<file path="src/rtl/rast_span_filler_if.sv">
// Span command handshake plus rasterizer-to-framebuffer-writer FIFO write port.
// The slave modport is the span filler; the master modport is the surrounding logic or bench.
interface rast_span_filler_if #(
    parameter int unsigned LINE_LEN          = 9,
    parameter int unsigned COL_LEN           = 10,
    parameter int unsigned RAST_FBW_FIFO_LEN = 64,
    parameter int unsigned CNT_LEN           = 16
);
    logic                           cmd_valid;
    logic                           cmd_ready;
    logic [LINE_LEN-1:0]            cmd_line;
    logic [COL_LEN-1:0]             cmd_col0;
    logic [COL_LEN-1:0]             cmd_col1;
    logic [31:0]                    cmd_color;
    logic [0:RAST_FBW_FIFO_LEN-1]   fifo_data;
    logic                           fifo_wr_en;
    logic                           fifo_full;
    logic                           busy;
    logic [CNT_LEN-1:0]             pix_count;

    modport master (
        output cmd_valid, cmd_line, cmd_col0, cmd_col1, cmd_color, fifo_full,
        input  cmd_ready, fifo_data, fifo_wr_en, busy, pix_count
    );

    modport slave (
        input  cmd_valid, cmd_line, cmd_col0, cmd_col1, cmd_color, fifo_full,
        output cmd_ready, fifo_data, fifo_wr_en, busy, pix_count
    );
endinterface

</file>
<file path="src/rtl/rast_span_filler.sv">
// Expands one horizontal span command into one packed pixel word per column for the FBW FIFO.
// Defining RAST_SPAN_CLIP_EN clamps spans to columns 0..H_MAX and drops fully invisible spans.
module rast_span_filler #(
    parameter int unsigned LINE_LEN          = 9,
    parameter int unsigned COL_LEN           = 10,
    parameter int unsigned RAST_FBW_FIFO_LEN = 64,
    parameter int unsigned H_MAX             = 639,
    parameter int unsigned CNT_LEN           = 16
) (
    input  logic              PLB_clk,
    input  logic              Bus2IP_Reset,
    rast_span_filler_if.slave bus
);

    localparam logic [0:0]  S_IDLE    = 1'b0;
    localparam logic [0:0]  S_EMIT    = 1'b1;
    localparam int unsigned COLOR_LEN = 32;
    localparam int unsigned COLOR_POS = RAST_FBW_FIFO_LEN - COLOR_LEN;

    logic [0:0]                   state_q,   state_d;
    logic [LINE_LEN-1:0]          line_q,    line_d;
    logic [COL_LEN-1:0]           cur_col_q, cur_col_d;
    logic [COL_LEN-1:0]           end_col_q, end_col_d;
    logic [COLOR_LEN-1:0]         color_q,   color_d;
    logic [CNT_LEN-1:0]           pix_cnt_q, pix_cnt_d;

    logic                         cmd_ready_c;
    logic                         wr_en_c;
    logic                         accept_c;
    logic [COL_LEN-1:0]           col_lo_c;
    logic [COL_LEN-1:0]           col_hi_c;
    logic [COL_LEN-1:0]           span_end_c;
    logic                         span_skip_c;
    logic [0:RAST_FBW_FIFO_LEN-1] word_c;

    // Handshake and write strobe are combinational so a stall costs no extra cycle.
    assign cmd_ready_c = (state_q == S_IDLE) && !Bus2IP_Reset;
    assign accept_c    = bus.cmd_valid && cmd_ready_c;
    assign wr_en_c     = (state_q == S_EMIT) && !bus.fifo_full && !Bus2IP_Reset;

    // Endpoints may arrive in either order; emission always runs low to high.
    assign col_lo_c = (bus.cmd_col0 <= bus.cmd_col1) ? bus.cmd_col0 : bus.cmd_col1;
    assign col_hi_c = (bus.cmd_col0 <= bus.cmd_col1) ? bus.cmd_col1 : bus.cmd_col0;

`ifdef RAST_SPAN_CLIP_EN
    localparam logic [COL_LEN-1:0] CLIP_COL = COL_LEN'(H_MAX);

    assign span_end_c  = (col_hi_c > CLIP_COL) ? CLIP_COL : col_hi_c;
    assign span_skip_c = (col_lo_c > CLIP_COL);
`else
    assign span_end_c  = col_hi_c;
    assign span_skip_c = 1'b0;
`endif

    // Big-endian packing: line at bit 0, column next, zero pad, colour in the low word.
    always_comb begin
        word_c                          = '0;
        word_c[0 +: LINE_LEN]           = line_q;
        word_c[LINE_LEN +: COL_LEN]     = cur_col_q;
        word_c[COLOR_POS +: COLOR_LEN]  = color_q;
    end

    // Next-state logic.
    always_comb begin
        state_d   = state_q;
        line_d    = line_q;
        cur_col_d = cur_col_q;
        end_col_d = end_col_q;
        color_d   = color_q;
        pix_cnt_d = pix_cnt_q;

        case (state_q)
            S_IDLE: begin
                if (accept_c) begin
                    line_d    = bus.cmd_line;
                    color_d   = bus.cmd_color;
                    cur_col_d = col_lo_c;
                    end_col_d = span_end_c;
                    if (!span_skip_c) begin
                        state_d = S_EMIT;
                    end
                end
            end
            S_EMIT: begin
                if (wr_en_c) begin
                    pix_cnt_d = pix_cnt_q + CNT_LEN'(1);
                    // Compare before incrementing so the column counter never wraps.
                    if (cur_col_q == end_col_q) begin
                        state_d = S_IDLE;
                    end else begin
                        cur_col_d = cur_col_q + COL_LEN'(1);
                    end
                end
            end
            default: begin
                state_d = S_IDLE;
            end
        endcase
    end

    // State register with synchronous reset.
    always_ff @(posedge PLB_clk) begin
        if (Bus2IP_Reset) begin
            state_q   <= S_IDLE;
            line_q    <= '0;
            cur_col_q <= '0;
            end_col_q <= '0;
            color_q   <= '0;
            pix_cnt_q <= '0;
        end else begin
            state_q   <= state_d;
            line_q    <= line_d;
            cur_col_q <= cur_col_d;
            end_col_q <= end_col_d;
            color_q   <= color_d;
            pix_cnt_q <= pix_cnt_d;
        end
    end

    assign bus.cmd_ready  = cmd_ready_c;
    assign bus.fifo_wr_en = wr_en_c;
    assign bus.fifo_data  = word_c;
    assign bus.busy       = (state_q == S_EMIT);
    assign bus.pix_count  = pix_cnt_q;

endmodule

</file>
<file path="src/flat_wrapper.sv">
// flat-port wrapper written by rule: the top's interface ports become plain ports
module rast_span_filler_flat 
#(
    parameter int unsigned LINE_LEN          = 9,
    parameter int unsigned COL_LEN           = 10,
    parameter int unsigned RAST_FBW_FIFO_LEN = 64,
    parameter int unsigned H_MAX             = 639,
    parameter int unsigned CNT_LEN           = 16
)
  (PLB_clk, Bus2IP_Reset, bus_cmd_valid, bus_cmd_line, bus_cmd_col0, bus_cmd_col1, bus_cmd_color, bus_fifo_full, bus_cmd_ready, bus_fifo_data, bus_fifo_wr_en, bus_busy, bus_pix_count);
  rast_span_filler_if #(.LINE_LEN(LINE_LEN), .COL_LEN(COL_LEN), .RAST_FBW_FIFO_LEN(RAST_FBW_FIFO_LEN), .CNT_LEN(CNT_LEN)) bus_i ();
  input  logic PLB_clk;
  input  logic Bus2IP_Reset;
  input wire logic [$bits(bus_i.cmd_valid)-1:0] bus_cmd_valid;
  input wire logic [$bits(bus_i.cmd_line)-1:0] bus_cmd_line;
  input wire logic [$bits(bus_i.cmd_col0)-1:0] bus_cmd_col0;
  input wire logic [$bits(bus_i.cmd_col1)-1:0] bus_cmd_col1;
  input wire logic [$bits(bus_i.cmd_color)-1:0] bus_cmd_color;
  input wire logic [$bits(bus_i.fifo_full)-1:0] bus_fifo_full;
  output wire logic [$bits(bus_i.cmd_ready)-1:0] bus_cmd_ready;
  output wire logic [$bits(bus_i.fifo_data)-1:0] bus_fifo_data;
  output wire logic [$bits(bus_i.fifo_wr_en)-1:0] bus_fifo_wr_en;
  output wire logic [$bits(bus_i.busy)-1:0] bus_busy;
  output wire logic [$bits(bus_i.pix_count)-1:0] bus_pix_count;
  assign bus_i.cmd_valid = bus_cmd_valid;
  assign bus_i.cmd_line = bus_cmd_line;
  assign bus_i.cmd_col0 = bus_cmd_col0;
  assign bus_i.cmd_col1 = bus_cmd_col1;
  assign bus_i.cmd_color = bus_cmd_color;
  assign bus_i.fifo_full = bus_fifo_full;
  assign bus_cmd_ready = bus_i.cmd_ready;
  assign bus_fifo_data = bus_i.fifo_data;
  assign bus_fifo_wr_en = bus_i.fifo_wr_en;
  assign bus_busy = bus_i.busy;
  assign bus_pix_count = bus_i.pix_count;
  rast_span_filler #(.LINE_LEN(LINE_LEN), .COL_LEN(COL_LEN), .RAST_FBW_FIFO_LEN(RAST_FBW_FIFO_LEN), .H_MAX(H_MAX), .CNT_LEN(CNT_LEN)) u_core (.PLB_clk(PLB_clk), .Bus2IP_Reset(Bus2IP_Reset), .bus(bus_i));
endmodule
</file>
<file path="config.mk">
export PLATFORM = sky130hd
export DESIGN_NAME = rast_span_filler_flat
export DESIGN_NICKNAME = d
export VERILOG_FILES = /design/src/rtl/rast_span_filler_if.sv /design/src/rtl/rast_span_filler.sv /design/src/flat_wrapper.sv
export SDC_FILE = /design/constraint.sdc
export NUM_CORES = 1
export LEC_CHECK = 0
export CORE_MARGIN = 2
export CORE_UTILIZATION = 40
export CTS_CLUSTER_DIAMETER = 80
export DETAILED_ROUTE_END_ITERATION = 10
export PLACE_DENSITY = 0.84
export SLEW_MARGIN = 10
export SYNTH_ARGS = -nofsm -noshare
export SYNTH_HDL_FRONTEND = slang
export SYNTH_SLANG_ARGS = --single-unit
</file>
<file path="constraint.sdc">
create_clock -name PLB_clk -period 2.25 [get_ports PLB_clk]
set_input_delay 0.45 -clock PLB_clk [delete_from_list [all_inputs] [get_ports PLB_clk]]
set_output_delay 0.45 -clock PLB_clk [all_outputs]
set_load 0.01 [all_outputs]
</file>
Yosys cells after proc, flatten, opt, wreduce, memory -nomap -nowiden
Index checks and enable logic that the tools add are counted.
- bitwise logic cells: 1
- equal/unequal tests: 4
- shift operators: 0
- reductions and logical operators: 9
- div/mod/pow operators: 0
- add/sub/neg operators: 2
- muxes and demuxes: 10
- order comparisons: 1
- multipliers: 0
- operators with widths (operator ; number):
    two-way mux 10 bit ; 5
    case mux 10 bit (2 select lines) ; 1
    adder 16 x 1 -> 16 bit (second input constant) ; 1
    adder 10 x 1 -> 10 bit (second input constant) ; 1
    equality test 10 bit ; 1
    <= comparator 10 bit ; 1
    logical AND 1 bit ; 4
    inequality test 2 bit (second input constant) ; 2
    AND reduction 2 bit ; 2
    two-way mux 1 bit ; 3
    AND reduction 3 bit ; 1
    zero test 1 bit ; 2
    inequality test 2 x 1 -> 1 bit (second input constant) ; 1
    case mux 1 bit (2 select lines) ; 1
    inverter 1 bit ; 1
- memories kept: 0
- logic and storage cells: 33
- bits in registers: 78
- bits in latches: 0
- bits in read-only memories: 0
- output and inout port bits: 83
- memory bits (writable): 0

Longest topological paths before layout
- depth in word-level cells: 5
- mapped depth: 9
- mapped depth without buffers: 8

Worst setup path after synthesis
OpenSTA, ideal clock, no wires.
- path type: in2reg
- start point: in bus_cmd_col1[5]
- end point: reg u_core.cur_col_q[8]
- buffers on the path: 0
- path slack: -0.054 ns
- data arrival time: 2.184 ns
- cell stages on the path: 8
- setup time: 0.120 ns
- cells stage by stage: inv_1 > ha_1 > a21oi_1 > o21ai_1 > a2111oi_4 > nor2_4 > mux2_1 > a211o_1
- word-level cells in the longest chain between the ends: 4
- ends and longest elaborated chain (what ; line ; RTL):
    start: declaration ; flat_wrapper.sv:17 ; input wire logic [$bits(bus_i.cmd_col1)-1:0] bus_cmd_col1;
    <= comparator 10 bit ; rast_span_filler.sv:42 ; assign col_lo_c = (bus.cmd_col0 <= bus.cmd_col1) ? bus.cmd_col0 : bus.cmd_col1;
    two-way mux 10 bit ; rast_span_filler.sv:42 ;
    two-way mux 10 bit ; rast_span_filler.sv:74 ; if (accept_c) begin
    case mux 10 bit (2 select lines) ; rast_span_filler.sv:72 ; case (state_q)
    end signal: assignment ; rast_span_filler.sv:113 ; cur_col_q <= cur_col_d;
    end: declaration ; rast_span_filler.sv:22 ; logic [COL_LEN-1:0] cur_col_q, cur_col_d;
No other way between the ends. The select of a mux whose other input is x is not followed.
A chain may end at the register's enable or synchronous reset.

Worst setup path in the final report
- start point: in bus_cmd_col1[6]
- end point: reg u_core.cur_col_q[8]
The elaborated chain is that of the path after synthesis.

==> impl_metrics.json <==
{
  "status": "completed",
  "synthCells": 455,
  "routedWlPerCell_um": 14.5,
  "setup_violations": 0,
  "layout.nets": 706,
  "async_reset_ff_frac": 0,
  "finalSetupTns_ns": 0,
  "hold-worst-slack_ns": 0.478,
  "fin_crit_sh": 0.956,
  "layout_min_cycle_time_ns": 2.15,
  "worstSetupPathType": "in -> reg",
  "p_leak_nw": 2.52,
  "total_power_mw": 3.64,
  "worstSetupStartpointType": "input pin",
  "switching_share": 0.296,
  "clk_latency_ns": 0.35,
  "synth_most_common_cell": "nand2_1",
  "grt_usage": 0.208,
  "globalplace.congestion": 0.869,
  "n_antenna_cell": 0,
  "gr-total-overflow": 0,
  "place_area_sq_mm": 0.00557,
  "fmax_mhz": 465,
  "cts_buffers": 9,
  "port_buffers": 134,
  "clockBufferDepth": 2,
  "internal_power_mw": 2.56,
  "rrSetupSlack_ns": 0.12,
  "critPathRequiredTime_ns": 2.49,
  "grt_pass1_vias": 3746,
  "end_kind": "flip-flop",
  "ys_ff_latch": 78,
  "p_sw_mw": 1.08,
  "arrival_ns": 2.39,
  "area_growth_pct": 51.8,
  "yosysUniqueCellTypes": 53,
  "synthFlopType": "dfxtp_1",
  "start_util": 0.406,
  "cellPowerDensity_mw_per_mm2": 612,
  "synth_top_area_share": 0.399,
  "yosys_warnings": 0,
  "hold_end": "u_core.line_q[8]",
  "clk_pin_slew_ns": 0.09,
  "syn-cell-area_sq_mm": 0.00392,
  "netlist.top_cell.by_area": "dfxtp_1",
  "holdPathStages": 2,
  "cap_viol_max_count": 0,
  "root_buffer": "clkbuf_8",
  "grt_pass1_wl_mm": 17.5,
  "slew_viol_final": 0,
  "hold_violations": 0,
  "rows": 36,
  "route.detailed.drc": 0,
  "reg2reg_depth": 7,
  "fin_cells": 767,
  "drt_pass1_iterations": 4,
  "ant_nets": 0,
  "detail_route.vias_per_cell": 5.00,
  "drt_iter0_drc": 133,
  "dpl.hpwl_mm": 7.78,
  "drive_gt1_frac": 0.164,
  "dieHeight_um": 103,
  "startpoint": "bus_cmd_col1[6]",
  "cts.sinks": 78,
  "synth_seq_area_share": 0.399,
  "placed_cells": 739,
  "ir_drop_mv": 0.329,
  "cts_tree": "built",
  "core-area_sq_mm": 0.00964,
  "synth.avg_cell_area_sq_um": 8.61,
  "pwr-share-clk": 0.288,
  "htree_levels": 3,
  "vias": 3834,
  "hold_start": "u_core.line_q[8]",
  "fp.dieW_um": 103,
  "synthTopCellsByCount": "nand2_1, dfxtp_1, nand3b_1",
  "antenna_found_initial": 0,
  "synth_edf_count": 0,
  "rsz0062_at_grt": "false",
  "fp.dieArea_sq_mm": 0.0106,
  "fin_area_sq_mm": 0.00595,
  "hp-class": "reg -> reg",
  "comb_power_share": 0.271,
  "pin_count": 148,
  "grt_max_degree": 43,
  "critPathMaxFanout": 3,
  "power_frac_seq": 0.440,
  "r2r-start": "u_core.cur_col_q[3]",
  "synth_top_cells_by_area": "dfxtp_1, nand3b_1, nand2_1",
  "routed_wl_mm": 11.1,
  "rr_endpoint": "u_core.cur_col_q[7]",
  "finalClockSkew_ns": 0.00787
}
[worst max-delay path by stage]
stage                     slack (ns)  cells past startpoint             endpoint
after floorplan                0.007                      8  u_core.cur_col_q[8]
after global placement         -0.48                      9  u_core.cur_col_q[8]
after detailed placement       -0.53                      9  u_core.cur_col_q[8]
after CTS                      0.009                      8  u_core.cur_col_q[8]
after global routing            0.01                     10  u_core.cur_col_q[8]
final                            0.1                     10  u_core.cur_col_q[8]
[per-stage QoR]
stage	setup slack, ns	util
detailed placement	-0.535	0.578
global route	0.0113	0.617
CTS	0.00949	0.615
finish	0.0992	0.617
floorplan	0.00749	-
global placement	-0.480	0.578
[timing repair]
item                                    CTS  global route
gates resized for setup                  35             6
pin swaps                                13             6
buffers inserted                         12             0
hold endpoints to repair                  0             0
endpoints found under the setup margin   18            11
hold buffers                              0             0
[power groups by stage]
stage               registers (mW)  logic [mW]  clock network (mW)
floorplan                     1.67       0.417                   0
global placement              1.63       0.913                   0
detailed placement            1.63       0.933                   0
CTS                           1.60       0.980                1.06
global route                  1.62        1.07                1.12
finish                        1.60       0.988                1.05
[metal layers]
metal  track usage  part of all wire
met5             0                 0
met4         0.106             0.028
met3        0.0508             0.070
met2         0.347              0.48
met1         0.250              0.42
[sequential cells by signal, indices dropped and copies added (netlist names)]
name and flops:
u_core.color_q 32, u_core.bus.pix_count 16, u_core.cur_col_q 10, u_core.end_col_q 10, u_core.line_q 9, u_core.bus.busy 1
[final cells by class]
cell class | count | area (sq um)
fillers | 835 | 3690
multi-input cells | 337 | 2210
repair buffers | 190 | 1770
flip-flops and latches | 78 | 1560
well taps | 133 | 166
clock buffers | 11 | 131
clock inverters | 5 | 60.1
inverters | 13 | 48.8
[critical path, cell delays in order]
cell	delay, ns
dlygate4sd2_1	0.23
inv_1	0.07
ha_1	0.28
nand4_1	0.19
buf_4	0.20
nor3_2	0.16
buf_4	0.15
nor2_4	0.05
mux2_4	0.30
a211o_1	0.30
[cells by family (layout without fill, tap and decap cells)]
| logic type | count (synthesis) | count (layout) | synth area share |
|---|---|---|---|
| and+or+nand+nor | 227 | 227 | 0.307 |
| DFF | 78 | 78 | 0.399 |
| other | 1 | 13 | 0.000958 |
| buffers and inverters | 52 | 219 | 0.0751 |
| muxes | 15 | 15 | 0.0403 |
| adders and majority gates | 12 | 12 | 0.0383 |
| AOI/OAI and AO/OA | 48 | 48 | 0.0907 |
| xor gates and xnor gates | 22 | 22 | 0.0492 |
[placed cells by master, fill, tap and decap left out, types with 4 or more instances in the layout]
cell / Yosys / layout
o21ai_1: 6 / 5
nor3_1: 6 / 5
inv_2: 0 / 4
nor2_1: 23 / 22
nand2_1: 100 / 99
clkbuf_8: 3 / 9
a211oi_1: 7 / 7
o311ai_1: 6 / 6
clkdlybuf4s50_1: 0 / 113
xor2_1: 11 / 11
buf_4: 14 / 53
nand3b_1: 53 / 53
conb_1: 1 / 13
o21ai_0: 5 / 5
ha_1: 12 / 8
nand4_1: 9 / 9
inv_1: 13 / 9
dlymetal6s2s_1: 0 / 4
dlygate4sd2_1: 0 / 16
mux2i_1: 12 / 7
xnor2_1: 11 / 11
dfxtp_1: 78 / 78
nand3_1: 14 / 14
ha_4: 0 / 4
a21oi_1: 8 / 6
mux2i_2: 0 / 5
No activity file was read; power rests on OpenSTA's default activity.
